## src/rtl/dist2_sorter_pkg.sv

```systemverilog
// Shared types and constants for the distance-squared sorter controller.
// Holds the controller state enum, default geometry and the timer width.
package dist2_sorter_pkg;

    typedef enum logic [1:0] {
        ST_IDLE = 2'd0,
        ST_WAIT = 2'd1,
        ST_LOAD = 2'd2,
        ST_DONE = 2'd3
    } ctrl_state_t;

    localparam int GROUPS_DEF   = 4;
    localparam int DIST_LAT_DEF = 2;
    localparam int TMR_W        = 3;

    // A one-group frame still needs a 1-bit index so ports never collapse to zero width.
    function automatic int idx_width(input int groups);
        return (groups > 1) ? $clog2(groups) : 1;
    endfunction

endpackage

```

## src/rtl/dist2_sorter_ctrl_if.sv

```systemverilog
// Symbol-group handshake, dist2 operand bus, merge strobes and frame handshake
// between the sorter controller (master) and its environment (slave).
// Optional DIST2_CTRL_FLUSH_EN adds the synchronous flush request.
interface dist2_sorter_ctrl_if
    import dist2_sorter_pkg::*;
#(
    parameter int WIDTH  = 16,
    parameter int GROUPS = GROUPS_DEF
);
    localparam int IDX_W = idx_width(GROUPS);

    logic                    in_valid;
    logic                    in_ready;
    logic signed [WIDTH-1:0] inaReal;
    logic signed [WIDTH-1:0] inaImag;
    logic signed [WIDTH-1:0] inbReal;
    logic signed [WIDTH-1:0] inbImag;
    logic signed [WIDTH-1:0] incReal;
    logic signed [WIDTH-1:0] incImag;
    logic signed [WIDTH-1:0] indReal;
    logic signed [WIDTH-1:0] indImag;

    logic signed [WIDTH-1:0] dReal_a;
    logic signed [WIDTH-1:0] dImag_a;
    logic signed [WIDTH-1:0] dReal_b;
    logic signed [WIDTH-1:0] dImag_b;
    logic signed [WIDTH-1:0] dReal_c;
    logic signed [WIDTH-1:0] dImag_c;
    logic signed [WIDTH-1:0] dReal_d;
    logic signed [WIDTH-1:0] dImag_d;

    logic [GROUPS-1:0]       load;
    logic [IDX_W-1:0]        grp_idx;
    logic                    busy;
    logic                    frame_valid;
    logic                    frame_ready;
`ifdef DIST2_CTRL_FLUSH_EN
    logic                    flush;
`endif

    modport master (
`ifdef DIST2_CTRL_FLUSH_EN
        input  flush,
`endif
        input  in_valid,
        input  inaReal, inaImag, inbReal, inbImag,
        input  incReal, incImag, indReal, indImag,
        input  frame_ready,
        output in_ready,
        output dReal_a, dImag_a, dReal_b, dImag_b,
        output dReal_c, dImag_c, dReal_d, dImag_d,
        output load,
        output grp_idx,
        output busy,
        output frame_valid
    );

    modport slave (
`ifdef DIST2_CTRL_FLUSH_EN
        output flush,
`endif
        output in_valid,
        output inaReal, inaImag, inbReal, inbImag,
        output incReal, incImag, indReal, indImag,
        output frame_ready,
        input  in_ready,
        input  dReal_a, dImag_a, dReal_b, dImag_b,
        input  dReal_c, dImag_c, dReal_d, dImag_d,
        input  load,
        input  grp_idx,
        input  busy,
        input  frame_valid
    );

endinterface

```

## src/rtl/dist2_ctrl_timer.sv

```systemverilog
// Loadable down-counter; expire is high while the count equals 1.
// Used to wait out a fixed datapath latency before the next sequencing step.
module dist2_ctrl_timer
    import dist2_sorter_pkg::*;
#(
    parameter int W = TMR_W
)(
    input  logic         clk,
    input  logic         rst,
    input  logic         load,
    input  logic [W-1:0] load_val,
    input  logic         dec,
    output logic         expire
);

    logic [W-1:0] cnt_q;
    logic [W-1:0] cnt_d;

    always_comb begin
        cnt_d = cnt_q;
        if (load) begin
            cnt_d = load_val;
        end else if (dec && (cnt_q != '0)) begin
            cnt_d = cnt_q - W'(1);
        end
    end

    always_ff @(posedge clk or posedge rst) begin
        if (rst) begin
            cnt_q <= '0;
        end else begin
            cnt_q <= cnt_d;
        end
    end

    assign expire = (cnt_q == W'(1));

endmodule

```

## src/rtl/dist2_sorter_ctrl.sv

```systemverilog
// Sequencer for the dist2 -> merge -> merge-bank sorter: registers one symbol
// group per handshake, strobes its merge load after DIST_LAT, then hands off the frame.
// Optional DIST2_CTRL_FLUSH_EN adds a synchronous flush that abandons the frame.
module dist2_sorter_ctrl
    import dist2_sorter_pkg::*;
#(
    parameter int WIDTH    = 16,
    parameter int n        = 8,
    parameter int DIST_LAT = DIST_LAT_DEF
)(
    input  logic                 clk,
    input  logic                 rst,
    dist2_sorter_ctrl_if.master  bus
);

    localparam int GROUPS = 2 * n / 4;
    localparam int IDX_W  = idx_width(GROUPS);
    localparam logic [IDX_W-1:0] LAST_IDX = IDX_W'(GROUPS - 1);

    ctrl_state_t             state_q;
    ctrl_state_t             state_d;
    logic [IDX_W-1:0]        grp_q;
    logic [IDX_W-1:0]        grp_d;
    logic signed [WIDTH-1:0] data_q  [8];
    logic signed [WIDTH-1:0] data_d  [8];
    logic signed [WIDTH-1:0] data_in [8];

    logic capture;
    logic tmr_load;
    logic tmr_dec;
    logic tmr_expire;

    dist2_ctrl_timer #(
        .W (TMR_W)
    ) u_timer (
        .clk      (clk),
        .rst      (rst),
        .load     (tmr_load),
        .load_val (TMR_W'(DIST_LAT)),
        .dec      (tmr_dec),
        .expire   (tmr_expire)
    );

    assign data_in[0] = bus.inaReal;
    assign data_in[1] = bus.inaImag;
    assign data_in[2] = bus.inbReal;
    assign data_in[3] = bus.inbImag;
    assign data_in[4] = bus.incReal;
    assign data_in[5] = bus.incImag;
    assign data_in[6] = bus.indReal;
    assign data_in[7] = bus.indImag;

    always_comb begin
        state_d  = state_q;
        grp_d    = grp_q;
        capture  = 1'b0;
        tmr_load = 1'b0;
        tmr_dec  = 1'b0;
        case (state_q)
            ST_IDLE: begin
                if (bus.in_valid) begin
                    capture  = 1'b1;
                    tmr_load = 1'b1;
                    state_d  = ST_WAIT;
                end
            end
            ST_WAIT: begin
                tmr_dec = 1'b1;
                if (tmr_expire) begin
                    state_d = ST_LOAD;
                end
            end
            ST_LOAD: begin
                if (grp_q == LAST_IDX) begin
                    state_d = ST_DONE;
                    grp_d   = '0;
                end else begin
                    state_d = ST_IDLE;
                    grp_d   = grp_q + IDX_W'(1);
                end
            end
            ST_DONE: begin
                if (bus.frame_ready) begin
                    state_d = ST_IDLE;
                end
            end
            default: state_d = ST_IDLE;
        endcase
`ifdef DIST2_CTRL_FLUSH_EN
        // Flush outranks both the group handshake and the frame handshake.
        if (bus.flush) begin
            state_d  = ST_IDLE;
            grp_d    = '0;
            capture  = 1'b0;
            tmr_load = 1'b0;
            tmr_dec  = 1'b0;
        end
`endif
    end

    always_comb begin
        for (int i = 0; i < 8; i++) begin
            data_d[i] = capture ? data_in[i] : data_q[i];
        end
    end

    always_ff @(posedge clk or posedge rst) begin
        if (rst) begin
            state_q <= ST_IDLE;
            grp_q   <= '0;
            for (int i = 0; i < 8; i++) begin
                data_q[i] <= '0;
            end
        end else begin
            state_q <= state_d;
            grp_q   <= grp_d;
            for (int i = 0; i < 8; i++) begin
                data_q[i] <= data_d[i];
            end
        end
    end

    // Ready is masked by reset so nothing is offered while the state is held.
    assign bus.in_ready    = (state_q == ST_IDLE) && !rst;
    assign bus.load        = (state_q == ST_LOAD) ? (GROUPS'(1) << grp_q) : '0;
    assign bus.grp_idx     = grp_q;
    assign bus.busy        = (state_q != ST_IDLE) || (grp_q != '0);
    assign bus.frame_valid = (state_q == ST_DONE);

    assign bus.dReal_a = data_q[0];
    assign bus.dImag_a = data_q[1];
    assign bus.dReal_b = data_q[2];
    assign bus.dImag_b = data_q[3];
    assign bus.dReal_c = data_q[4];
    assign bus.dImag_c = data_q[5];
    assign bus.dReal_d = data_q[6];
    assign bus.dImag_d = data_q[7];

endmodule
```

## src/flat_wrapper.sv

```systemverilog
// flat-port wrapper written by rule: the top's interface ports become plain ports
module dist2_sorter_ctrl_flat import dist2_sorter_pkg::*;
#(
    parameter int WIDTH    = 16,
    parameter int n        = 8,
    parameter int DIST_LAT = DIST_LAT_DEF
)
  (clk, rst, bus_in_valid, bus_inaReal, bus_inaImag, bus_inbReal, bus_inbImag, bus_incReal, bus_incImag, bus_indReal, bus_indImag, bus_frame_ready, bus_in_ready, bus_dReal_a, bus_dImag_a, bus_dReal_b, bus_dImag_b, bus_dReal_c, bus_dImag_c, bus_dReal_d, bus_dImag_d, bus_load, bus_grp_idx, bus_busy, bus_frame_valid);
  dist2_sorter_ctrl_if #(.WIDTH(WIDTH)) bus_i ();
  input  logic clk;
  input  logic rst;
  input wire logic [$bits(bus_i.in_valid)-1:0] bus_in_valid;
  input wire logic [$bits(bus_i.inaReal)-1:0] bus_inaReal;
  input wire logic [$bits(bus_i.inaImag)-1:0] bus_inaImag;
  input wire logic [$bits(bus_i.inbReal)-1:0] bus_inbReal;
  input wire logic [$bits(bus_i.inbImag)-1:0] bus_inbImag;
  input wire logic [$bits(bus_i.incReal)-1:0] bus_incReal;
  input wire logic [$bits(bus_i.incImag)-1:0] bus_incImag;
  input wire logic [$bits(bus_i.indReal)-1:0] bus_indReal;
  input wire logic [$bits(bus_i.indImag)-1:0] bus_indImag;
  input wire logic [$bits(bus_i.frame_ready)-1:0] bus_frame_ready;
  output wire logic [$bits(bus_i.in_ready)-1:0] bus_in_ready;
  output wire logic [$bits(bus_i.dReal_a)-1:0] bus_dReal_a;
  output wire logic [$bits(bus_i.dImag_a)-1:0] bus_dImag_a;
  output wire logic [$bits(bus_i.dReal_b)-1:0] bus_dReal_b;
  output wire logic [$bits(bus_i.dImag_b)-1:0] bus_dImag_b;
  output wire logic [$bits(bus_i.dReal_c)-1:0] bus_dReal_c;
  output wire logic [$bits(bus_i.dImag_c)-1:0] bus_dImag_c;
  output wire logic [$bits(bus_i.dReal_d)-1:0] bus_dReal_d;
  output wire logic [$bits(bus_i.dImag_d)-1:0] bus_dImag_d;
  output wire logic [$bits(bus_i.load)-1:0] bus_load;
  output wire logic [$bits(bus_i.grp_idx)-1:0] bus_grp_idx;
  output wire logic [$bits(bus_i.busy)-1:0] bus_busy;
  output wire logic [$bits(bus_i.frame_valid)-1:0] bus_frame_valid;
  assign bus_i.in_valid = bus_in_valid;
  assign bus_i.inaReal = bus_inaReal;
  assign bus_i.inaImag = bus_inaImag;
  assign bus_i.inbReal = bus_inbReal;
  assign bus_i.inbImag = bus_inbImag;
  assign bus_i.incReal = bus_incReal;
  assign bus_i.incImag = bus_incImag;
  assign bus_i.indReal = bus_indReal;
  assign bus_i.indImag = bus_indImag;
  assign bus_i.frame_ready = bus_frame_ready;
  assign bus_in_ready = bus_i.in_ready;
  assign bus_dReal_a = bus_i.dReal_a;
  assign bus_dImag_a = bus_i.dImag_a;
  assign bus_dReal_b = bus_i.dReal_b;
  assign bus_dImag_b = bus_i.dImag_b;
  assign bus_dReal_c = bus_i.dReal_c;
  assign bus_dImag_c = bus_i.dImag_c;
  assign bus_dReal_d = bus_i.dReal_d;
  assign bus_dImag_d = bus_i.dImag_d;
  assign bus_load = bus_i.load;
  assign bus_grp_idx = bus_i.grp_idx;
  assign bus_busy = bus_i.busy;
  assign bus_frame_valid = bus_i.frame_valid;
  dist2_sorter_ctrl #(.WIDTH(WIDTH), .n(n), .DIST_LAT(DIST_LAT)) u_core (.clk(clk), .rst(rst), .bus(bus_i));
endmodule
```

## config.mk

```make
export PLATFORM = sky130hd
export DESIGN_NAME = dist2_sorter_ctrl_flat
export DESIGN_NICKNAME = d
export VERILOG_FILES = /design/src/rtl/dist2_sorter_pkg.sv /design/src/rtl/dist2_sorter_ctrl_if.sv /design/src/rtl/dist2_ctrl_timer.sv /design/src/rtl/dist2_sorter_ctrl.sv /design/src/flat_wrapper.sv
export SDC_FILE = /design/constraint.sdc
export NUM_CORES = 1
export LEC_CHECK = 0
export CAP_MARGIN = 20
export CORE_AREA = 2 2 154 156
export CTS_BUF_LIST = sky130_fd_sc_hd__clkbuf_4 sky130_fd_sc_hd__clkbuf_8 sky130_fd_sc_hd__clkbuf_16
export DETAILED_ROUTE_END_ITERATION = 10
export DIE_AREA = 0 0 156 158
export HOLD_SLACK_MARGIN = 0.08
export PLACE_DENSITY = 0.54
export SLEW_MARGIN = 25
export SYNTH_ARGS = -nofsm -noshare
export SYNTH_HDL_FRONTEND = slang
export SYNTH_SLANG_ARGS = --single-unit
```

## constraint.sdc

```tcl
create_clock -name clk -period 4.9 [get_ports clk]
set_clock_uncertainty 0.1 [all_clocks]
set_input_delay 0.49 -clock clk [delete_from_list [all_inputs] [get_ports clk]]
set_output_delay 0.49 -clock clk [all_outputs]
set_load 0.01 [all_outputs]
```

==> results by group, run 1 <==
Status
  – Outcome: complete, no violations

Synthesis
  – Leading area contributor after synthesis: dfrtp_1
  – Post-synthesis net count: around 470
  – Post-synth top cells: dfrtp_1 (135), mux2_4 (98), mux2_2 (31), buf_6 (11)
  – Yosys top cell area share: between 50% and 60%
  – Most common cell in the netlist: dfrtp_1
  – Average size of a mapped cell: 17.3 um^2
  – Yosys warns: 0
  – Synth Instances: roughly 330
  – Primary FF master, synth: dfrtp_1
  – Top post-synthesis cells by area: dfrtp_1 (60%), mux2_4 (26%), mux2_2 (6.2%)
  – Seq cells post-synth: between 100 and 150
  – EDFF count, synth: 0
  – Synthesized cell area: roughly 0.0056 mm^2
  – Seq/Total Area, Yosys: approximately 60%
  – Yosys cell types: 22
  – FFs w/ async S/R, synth: 100%

GRT
  – Vias in the first global route: 4130
  – Largest net degree at the start of global routing: ~110
  – Total grt overflow: 0
  – All-Layer GR Usage: 11.8%
  – Initial antenna violation count: 0
  – First-pass GRT wire length: 22500 um

Clocking
  – Max H-tree Level: 4
  – Clk Tree Root Cell: clkbuf_16
  – CTS tree: done
  – Reg clk slew, reported paths: approximately 60 ps
  – PostCTS Resize Cnt: 0
  – TritonCTS Buffers: 17
  – Sink Count: 135
  – Setup Fix Bufs, Post-CTS: 0
  – Worst-Skew Late Latency: about 410 ps
  – Clock buffer depth: 2
  – Hold_buf cts: 0

Layout
  – Final core occ: 39.8%
  – Antenna Diode Count: 0
  – Proportion of layout cells with a drive suffix above 1: 27.1%
  – Layout Area Growth over Synthesis: 62.5%
  – Non-Filler Instances: roughly 900
  – Nets: ~740

Power
  – Leakage: around 4.1 nW
  – P per Cell Area: roughly 670 mW/mm^2
  – Maximum VDD drop: roughly 270 uV

Drt
  – DRC: 0
  – WL/cell: approximately 16 um
  – Vias: roughly 3700
  – Initial DRC count: a little under 90
  – Vias per cell: between 4 and 5
  – Remaining antenna violation count after routing: 0
  – 1st-pass router iterations: 4
  – Total Wirelength: between 10000 and 15000 um

Min path
  – Hold Path Class: reg -> reg

Setup path
  – Kind of critical path: reg -> out
  – Crit end category: output port
  – Req. time, crit path: between 4000 and 5000 ps
  – FF-to-FF setup slack: 2540 ps
  – Worst Path Max Fanout: 12
  – Worst Path Arrival: roughly 2000 ps
  – Worst Setup Start Kind: flip-flop

Timing
  – Slew HR: about half
  – Hold Fails Final Rpt: 0
  – Period utilization: a little over half
  – Slew Viols, Final: 0
  – Worst-margin pin slew: ~760 ps
  – Setup TNS: 0 ps
  – Unrepaired setup endpoints after global routing: false
  – Min cycle time layout: ~2600 ps
  – Fmax: 381 MHz
  – Endpoints failing setup: 0

Floorplanning
  – Row cnt: between 50 and 60
  – Die X: approximately 160 um
  – Core area: between 0.02 and 0.025 mm^2
  – Die area: roughly 0.025 mm^2
  – Die Y: roughly 160 um
  – Initial Utilization: between 20% and 30%
  – I/O pin count: 269

Place
  – DP HPWL: 10200 um
  – Placer congestion estimate: about 0.73
  – IO buf count: about 270
  – Dpl cells: a little under 900

Flow run
  – Max-cap violation count: 0
kinds of logic after synthesis:
| family | count (synthesis) | synth area share [%] |
|---|---|---|
| adder cells (fa/ha/maj) | 7 | 1.55 |
| buffers and inverters | 24 | 3.13 |
| multiplexers | 129 | 32.3 |
| AND/OR/NAND/NOR | 20 | 1.93 |
| AO/OA/AOI/OAI | 12 | 1.24 |
| flip-flops | 135 | 59.9 |
final timing paths:
kind | from | depth (start not counted) | endpoint
worst max-delay path | u_core.state_q[1] | 3 | bus_load[2]
worst min-delay path | u_core.bus.dImag_d[5] | 1 | u_core.bus.dImag_d[5]
worst max register to register | u_core.state_q[0] | 3 | u_core.bus.dReal_b[10]
worst min register to register | u_core.bus.dImag_d[5] | 1 | u_core.bus.dImag_d[5]
max in group asynchronous | rst | 3 | u_core.bus.dImag_b[7]
min in group asynchronous | rst | 2 | u_core.bus.dReal_d[10]
area by class of cell:
class                      instances  area [um^2]
multi-input combinational        168         2090
tap                              290          363
fill                            2095        13900
sequential                       135         3380
clock inverter                    13          145
inverter                           7         33.8
clock buffer                      19          440
timing repair buffer             271         2720
layout by cell type (no fill, tap or decap), types with 2 or more instances in the layout:
| cell type | instances |
|---|---|
| a21oi_1 | 2 |
| clkinv_2 | 2 |
| nand2_1 | 4 |
| clkbuf_4 | 2 |
| clkinvlp_4 | 3 |
| bufinv_16 | 2 |
| clkbuf_16 | 17 |
| clkdlybuf4s50_1 | 268 |
| and2_1 | 4 |
| nor2b_1 | 3 |
| o21ai_0 | 7 |
| buf_4 | 2 |
| ha_1 | 7 |
| mux2_4 | 98 |
| mux2_2 | 31 |
| dfrtp_1 | 135 |
| inv_1 | 6 |
| nor2_1 | 3 |
| inv_6 | 5 |
| nor3_1 | 2 |
flip-flops by register name (all words and copies together) (netlist names):
signal                flops
u_core.bus.dImag_a       16
u_core.bus.dImag_b       16
u_core.bus.dImag_c       16
u_core.bus.dImag_d       16
u_core.bus.dReal_a       16
u_core.bus.dReal_b       16
u_core.bus.dReal_c       16
u_core.bus.dReal_d       16
u_core.bus.grp_idx        2
u_core.state_q            2
u_core.u_timer.cnt_q      3
critical path, cell delays in order, from the launching register on:
cell and delay, ps:
dfrtp_1 520, nor2b_1 380, and2_1 190, clkdlybuf4s50_1 540
report_power, final:
part | internal, mW | switching (mW)
logic | 1.85 | 0.927
registers | 1.69 | 0.347
clock network | 0.768 | 0.513
per-layer routing:
metal / vias to the layer above / wire length, um / GRT usage (%)
met5: - / 0 / 0
met4: 0 / 180 / 3.80
met3: 14 / 1400 / 5.72
met2: 167 / 7000 / 19.3
met1: 1869 / 5810 / 13.6
li1: 1685 / - / -
metrics by stage:
stage                     power (mW)  hold slack (ps)  cell area (um^2)  setup WS [ps]
after CTS                       6.20              407              9170           2260
after detailed placement        4.86              391              8580           2080
after global routing            6.47              418              9170           2130
after floorplan                 3.42              380              5640            699
final                           6.10              405              9170           2270
after global placement          4.81              388              8580           2130
Note: power is estimated with default switching activity, not from simulation.
==> run 2: changes to the inputs <==
clock period = 2.7 ns   (was 4.9 ns; I/O delays follow)
==> run 2 against run 1 <==
  * Non-clock buffer count up 11
  * Total power increased by 87%
  * Core utilization up 0.83 points
  * Routed wire length increased by 3.8%
  * Sequential power increased by 80%
  * Cell count rose by 1.2%
  * Global-route usage up 0.42 points
  * Critical path depth is the same
  * Critical endpoint unchanged
  * Design area is 2.1% higher
  * Count of clock-buffer cells in the layout decreased by 1
  * Die area is the same
  * Largest power group unchanged
  * Hold slack got worse by 160 ps
==> results by group, run 2 (synthesis results as in run 1) <==
Setup path
  – Worst Setup Start Kind: flip-flop
  – Worst Path Arrival: 2050 ps (about the same)
  – Worst R2R End: u_core.bus.dImag_b[8]
  – Crit end category: output port
  – Slowest stage delay, CP: 560 ps (+20 ps)
  – Kind of critical path: reg -> out
  – Top Family by Delay on Critical Path: simple AND/OR/NAND/NOR gates
  – CP Launch Point: u_core.state_q[1]
  – Req. time, crit path: 2330 ps (-1980 ps)
  – Cell-by-cell trace of the critical path: nor2b_1 > and2_1 > clkdlybuf4s50_1
  – Worst path slowest cell: clkdlybuf4s50_1
  – FF-to-FF Start: u_core.state_q[0]
  – Worst Path Buf+Inv: 1 (unchanged)
  – Worst r2r path cells: 3 (unchanged)
  – FF-to-FF setup slack: 720 ps (-1820 ps)
  – Worst Path Max Fanout: 12 (unchanged)

Place
  – Pre-CTS setup slack: 481 ps (-1600 ps)
  – Dpl cells: 882 (+1.3%)
  – IO buf count: 268 (unchanged)
  – DP HPWL: 10800 um (+5.4%)
  – Dpl cell area: 0.00870 mm^2 (+1.4%)
  – Placer congestion estimate: 0.717 (-2.4%)

Clocking
  – Max H-tree Level: 4 (unchanged)
  – Setup Fix Bufs, Post-CTS: 0 (unchanged)
  – Worst-Skew Late Latency: 410 ps (about the same)
  – Clk Tree Root Cell: clkbuf_16
  – CTS tree: done
  – Clock buffer depth: 2 (unchanged)
  – Reg clk slew, reported paths: 60 ps (about the same)
  – Hold_buf cts: 0 (unchanged)
  – PostCTS Resize Cnt: 0 (unchanged)
  – Sink Count: 135 (unchanged)
  – TritonCTS Buffers: 17 (unchanged)

Power
  – Leakage: 4.21 nW (+2.1%)
  – Comb power frac: 45.0% (-0.6 points)
  – Switching part of the total power: 28.5% (-0.74 points)
  – P per Cell Area: 1220 mW/mm^2 (+83%)
  – Power share of the clock group: 22.8% (+1.8 points)
  – P_int: 8.16 mW (+89%)
  – Maximum VDD drop: 436 uV (+59%)
  – Tot Pwr: 11.4 mW (+87%)
  – Sequential share of power: 32.2% (-1.2 points)
  – Net Switching: 3.26 mW (+82%)

Floorplanning
  – Die Y: 158 um (unchanged)
  – Die X: 156 um (unchanged)
  – I/O pin count: 269 (unchanged)
  – Row cnt: 56 (unchanged)
  – Die area: 0.0246 mm^2 (unchanged)
  – Initial Utilization: 24.5% (unchanged)
  – Core area: 0.0231 mm^2 (unchanged)

Status
  – Outcome: complete, no violations

Layout
  – Antenna Diode Count: 0 (unchanged)
  – Proportion of layout cells with a drive suffix above 1: 28.4% (+1.3 points)
  – Nets: 750 (+1.5%)
  – Non-Filler Instances: 914 (+1.2%)
  – Fill count: 2095 (unchanged)
  – Sequential cell area: 0.00338 mm^2 (unchanged)
  – Commonest non-fill, non-tap cell in the layout: clkdlybuf4s50_1
  – Final instance area: 0.00936 mm^2 (+2.1%)
  – Area occupied by multi-input gates: 0.00209 mm^2 (unchanged)
  – Layout Area Growth over Synthesis: 65.9%
  – Most frequent cells in the layout: clkdlybuf4s50_1 (268), dfrtp_1 (135), mux2_4 (98)

Drt
  – Total Wirelength: 14900 um (+3.8%)
  – Vias per cell: 4.08 (-1.4%)
  – Vias: 3729 (-0.16%)
  – DRC: 0 (unchanged)
  – Initial DRC count: 117 (+33%)
  – WL/cell: 16.3 um (+2.6%)
  – Remaining antenna violation count after routing: 0 (unchanged)
  – 1st-pass router iterations: 4 (unchanged)

Timing
  – Endpoints failing setup: 0 (unchanged)
  – Fmax: around 410 MHz
  – Hold Fails Final Rpt: 0 (unchanged)
  – PnR worst setup slack: 280 ps (-2000 ps)
  – Period utilization: about 90%
  – Min cycle time layout: around 2400 ps
  – Slew HR: 70.0% (+21 points)
  – Slew Viols, Final: 0 (unchanged)
  – Worst-margin pin slew: 451 ps (-308 ps)
  – Setup TNS: 0 ps (unchanged)
  – Unrepaired setup endpoints after global routing: false

GRT
  – Largest net degree at the start of global routing: 72 (-34%)
  – Vias in the first global route: 4094 (-0.87%)
  – Total grt overflow: 0 (unchanged)
  – First-pass GRT wire length: 23000 um (+2.2%)
  – Initial antenna violation count: 0 (unchanged)
  – All-Layer GR Usage: 12.2% (+0.42 points)

Min path
  – Hold Path Class: in -> async

Flow run
  – Max-cap violation count: 0 (unchanged)
-- run 2: cell types whose count changed in the layout (fill, tap and decap cells not counted), moves of 2 or more --
cell | before | now
clkinvlp_4 | 3 | 5
bufinv_16 | 2 | 5
clkbuf_4 | 2 | 0
buf_12 | 1 | 4
buf_4 | 2 | 10
-- run 2: worst max-delay path by stage --
| stage | to | slack [ps] | cells after the start |
|---|---|---|---|
| after floorplan | u_core.bus.dImag_a[0] | 650 | 1 |
| after global placement | u_core.bus.dImag_a[3] | 510 | 4 |
| after detailed placement | u_core.bus.dImag_a[14] | 480 | 4 |
| after CTS | bus_load[2] | 240 | 3 |
| after global routing | bus_load[2] | 100 | 3 |
| final | bus_load[2] | 280 | 3 |
-- run 2: per-layer routing --
layer / share of wire (%) / vias to the layer above / wire [um] / global-route usage (%)
li1: - / 1708 / - / -
met1: 40 / 1854 / 6000 / 14.1
met2: 51 / 151 / 7580 / 20.7
met3: 7.4 / 16 / 1110 / 4.38
met4: 1.6 / 0 / 245 / 4.76
met5: 0 / - / 0 / 0
-- run 2: area by class of cell --
type | instances | share of cell area [%]
sequential | 135 | 36.1
timing repair buffer | 282 | 30.3
multi-input combinational | 168 | 22.3
clock buffer | 18 | 4.69
tap | 290 | 3.88
clock inverter | 14 | 2.35
inverter | 7 | 0.321
-- run 2: stage by stage --
step	hold slack [ps]	util, %
after floorplan	319	-
after global routing	279	40.6
after detailed placement	392	37.7
final	245	40.6
after CTS	269	40.6
after global placement	389	37.7
-- run 2: tightest hold or removal path, cell delays in order --
cell	delay, ps
clkdlybuf4s50_1	460
clkinvlp_4	140
buf_12	290
-- run 2: power groups by stage --
stage,Combinational [mW],Sequential [mW],Clock [mW]
floorplan,2.11,4.09,0
global placement,5.11,3.69,0
detailed placement,5.20,3.71,0
CTS,5.23,3.70,2.70
global route,5.47,3.83,2.79
finish,5.14,3.68,2.60
==> run 3: changes to the inputs <==
CORE_AREA = 2 2 117 204   (was 2 2 154 156)
DIE_AREA = 0 0 119 206   (was 0 0 156 158)
==> run 3 against run 2 <==
  * Die area decreased by 0.54%
  * First-iteration DRC count decreased by 23%
  * Worst setup slack got worse by 27 ps
  * Clock power decreased by 12%
  * Largest power group unchanged
  * Critical path type unchanged
  * Global-route usage increased by 0.78 points
==> results by group, run 3 (synthesis results as in run 1) <==
Clocking
  – Clk Tree Root Cell: clkbuf_16
  – Worst-Skew Late Latency: 420 ps (about the same)
  – TritonCTS Buffers: 17 (unchanged)
  – CTS tree: done
  – Max H-tree Level: 4 (unchanged)
  – Reg clk slew, reported paths: 60 ps (about the same)
  – Sink Count: 135 (unchanged)
  – PostCTS Resize Cnt: 0 (unchanged)
  – Clock buffer depth: 2 (unchanged)
  – Setup Fix Bufs, Post-CTS: 0 (unchanged)

Setup path
  – Slowest stage delay, CP: 540 ps (-20 ps)
  – Worst Path Max Fanout: 12 (unchanged)
  – Worst path slowest cell: clkdlybuf4s50_1
  – FF-to-FF Start: u_core.state_q[0]
  – Worst Setup Start Kind: flip-flop
  – Worst r2r path cells: 3 (unchanged)
  – Worst Path Arrival: 2080 ps (+30 ps)
  – Worst R2R End: u_core.bus.dImag_b[14]
  – Kind of critical path: reg -> out
  – FF-to-FF setup slack: 770 ps (+50 ps)
  – Req. time, crit path: 2330 ps (about the same)
  – Crit end category: output port
  – Cell-by-cell trace of the critical path: nor2b_1 > and2_1 > clkdlybuf4s50_1

Power
  – Leakage: 4.13 nW (-1.9%)
  – Maximum VDD drop: 537 uV (+23%)
  – P per Cell Area: 1200 mW/mm^2 (-1.3%)
  – Tot Pwr: 11.1 mW (-2.9%)

Drt
  – Initial DRC count: 90 (-23%)
  – Remaining antenna violation count after routing: 0 (unchanged)
  – WL/cell: 17.1 um (+4.5%)
  – Vias per cell: 4.04 (-1.1%)
  – Total Wirelength: 15700 um (+5.1%)
  – 1st-pass router iterations: 4 (unchanged)
  – DRC: 0 (unchanged)
  – Vias: 3709 (-0.54%)

Layout
  – Nets: 741 (-1.2%)
  – Antenna Diode Count: 0 (unchanged)
  – Sequential cell area: 0.00338 mm^2 (unchanged)
  – Fill count: 2146 (+2.4%)
  – Commonest non-fill, non-tap cell in the layout: clkdlybuf4s50_1
  – Most frequent cells in the layout: clkdlybuf4s50_1 (268), dfrtp_1 (135), mux2_4 (98)
  – Area occupied by multi-input gates: 0.00209 mm^2 (unchanged)
  – Layout Area Growth over Synthesis: 63.1%
  – Proportion of layout cells with a drive suffix above 1: 27.2% (-1.2 points)

Timing
  – Hold Fails Final Rpt: 0 (unchanged)
  – Min cycle time layout: 2450 ps (+27.1 ps)
  – Endpoints failing setup: 0 (unchanged)
  – Slew HR: 52.7% (-17 points)
  – Setup TNS: 0 ps (unchanged)
  – Slew Viols, Final: 0 (unchanged)
  – Fmax: 409 MHz (-1.1%)
  – Worst-margin pin slew: 709 ps (+258 ps)
  – Period utilization: 90.6% (+1.0 points)
  – Unrepaired setup endpoints after global routing: false

Floorplanning
  – Die X: 119 um (-24%)
  – I/O pin count: 269 (unchanged)
  – Initial Utilization: 24.5% (about the same)
  – Die area: 0.0245 mm^2 (-0.54%)
  – Die Y: 206 um (+30%)
  – Core area: 0.0231 mm^2 (about the same)
  – Row cnt: 74 (+32%)

Status
  – Outcome: complete, no violations

Flow run
  – Max-cap violation count: 0 (unchanged)

Place
  – Placer congestion estimate: 0.696 (-2.9%)
  – DP HPWL: 11500 um (+6.7%)
  – IO buf count: 268 (unchanged)

GRT
  – First-pass GRT wire length: 24000 um (+4.2%)
  – Total grt overflow: 0 (unchanged)
  – Largest net degree at the start of global routing: 132 (+83%)
  – All-Layer GR Usage: 13.0% (+0.78 points)
  – Initial antenna violation count: 0 (unchanged)
  – Vias in the first global route: 4192 (+2.4%)

Min path
  – Hold Crit Depth: 2
  – Hold wc startpoint: bus_indImag[4]
  – Hold path endpoint: u_core.bus.dImag_d[4]
  – Hold Path Class: in -> reg
[run 3: worst max-delay path by stage]
stage                      startpoint                    end  slack, ps  cells past startpoint
floorplan                         rst  u_core.bus.dImag_a[0]        650                      1
global placement         bus_in_valid  u_core.bus.dReal_a[2]        570                      4
detailed placement       bus_in_valid  u_core.bus.dReal_a[3]        530                      4
CTS                 u_core.state_q[1]            bus_load[1]        220                      3
global route        u_core.state_q[1]            bus_load[0]        130                      3
finish              u_core.state_q[1]            bus_load[1]        250                      3
[run 3: power by group]
group	internal (mW)	switching [mW]	total [mW]
Clock	1.39	0.890	2.28
Combinational	3.37	1.75	5.12
Sequential	3.07	0.620	3.69
[run 3: area by class of cell]
cell class	instances	share of cell area, %
inverters	7	0.326
well taps	304	4.13
flip-flops and latches	135	36.7
clock inverters	13	1.41
repair buffers	273	29.9
clock buffers	19	4.85
multi-input cells	168	22.7
[run 3: critical path: cells and delay by family, from the launching register on]
kind          cells  cell delay [ps]
buf+inv           1              540
flops             1              510
simple gates      2              590
[run 3: routing by layer]
metal  share of wire (%)  track usage (%)  vias to the layer above  wire, um
li1                    -                -                     1685         -
met1                  33             12.7                     1856      5250
met2                  58             24.4                      145      9100
met3                 6.2             4.30                       23       970
met4                 2.5             6.08                        0       386
met5                   0                0                        -         0
[run 3: what timing repair did]
| action | CTS | global route |
|---|---|---|
| hold buffers | 1 | 0 |
| setup endpoints to repair | 0 | 0 |
| endpoints found under the hold margin | 4 | 0 |
[run 3: through the flow]
step	area [um^2]	instances	hold WS [ps]	util (%)	setup WS [ps]
floorplan	5650	327	319	-	651
global placement	8620	886	391	37.4	566
detailed placement	8620	886	392	37.4	525
CTS	9200	919	325	39.9	216
global route	9200	919	338	39.9	130
finish	9200	919	354	39.9	253
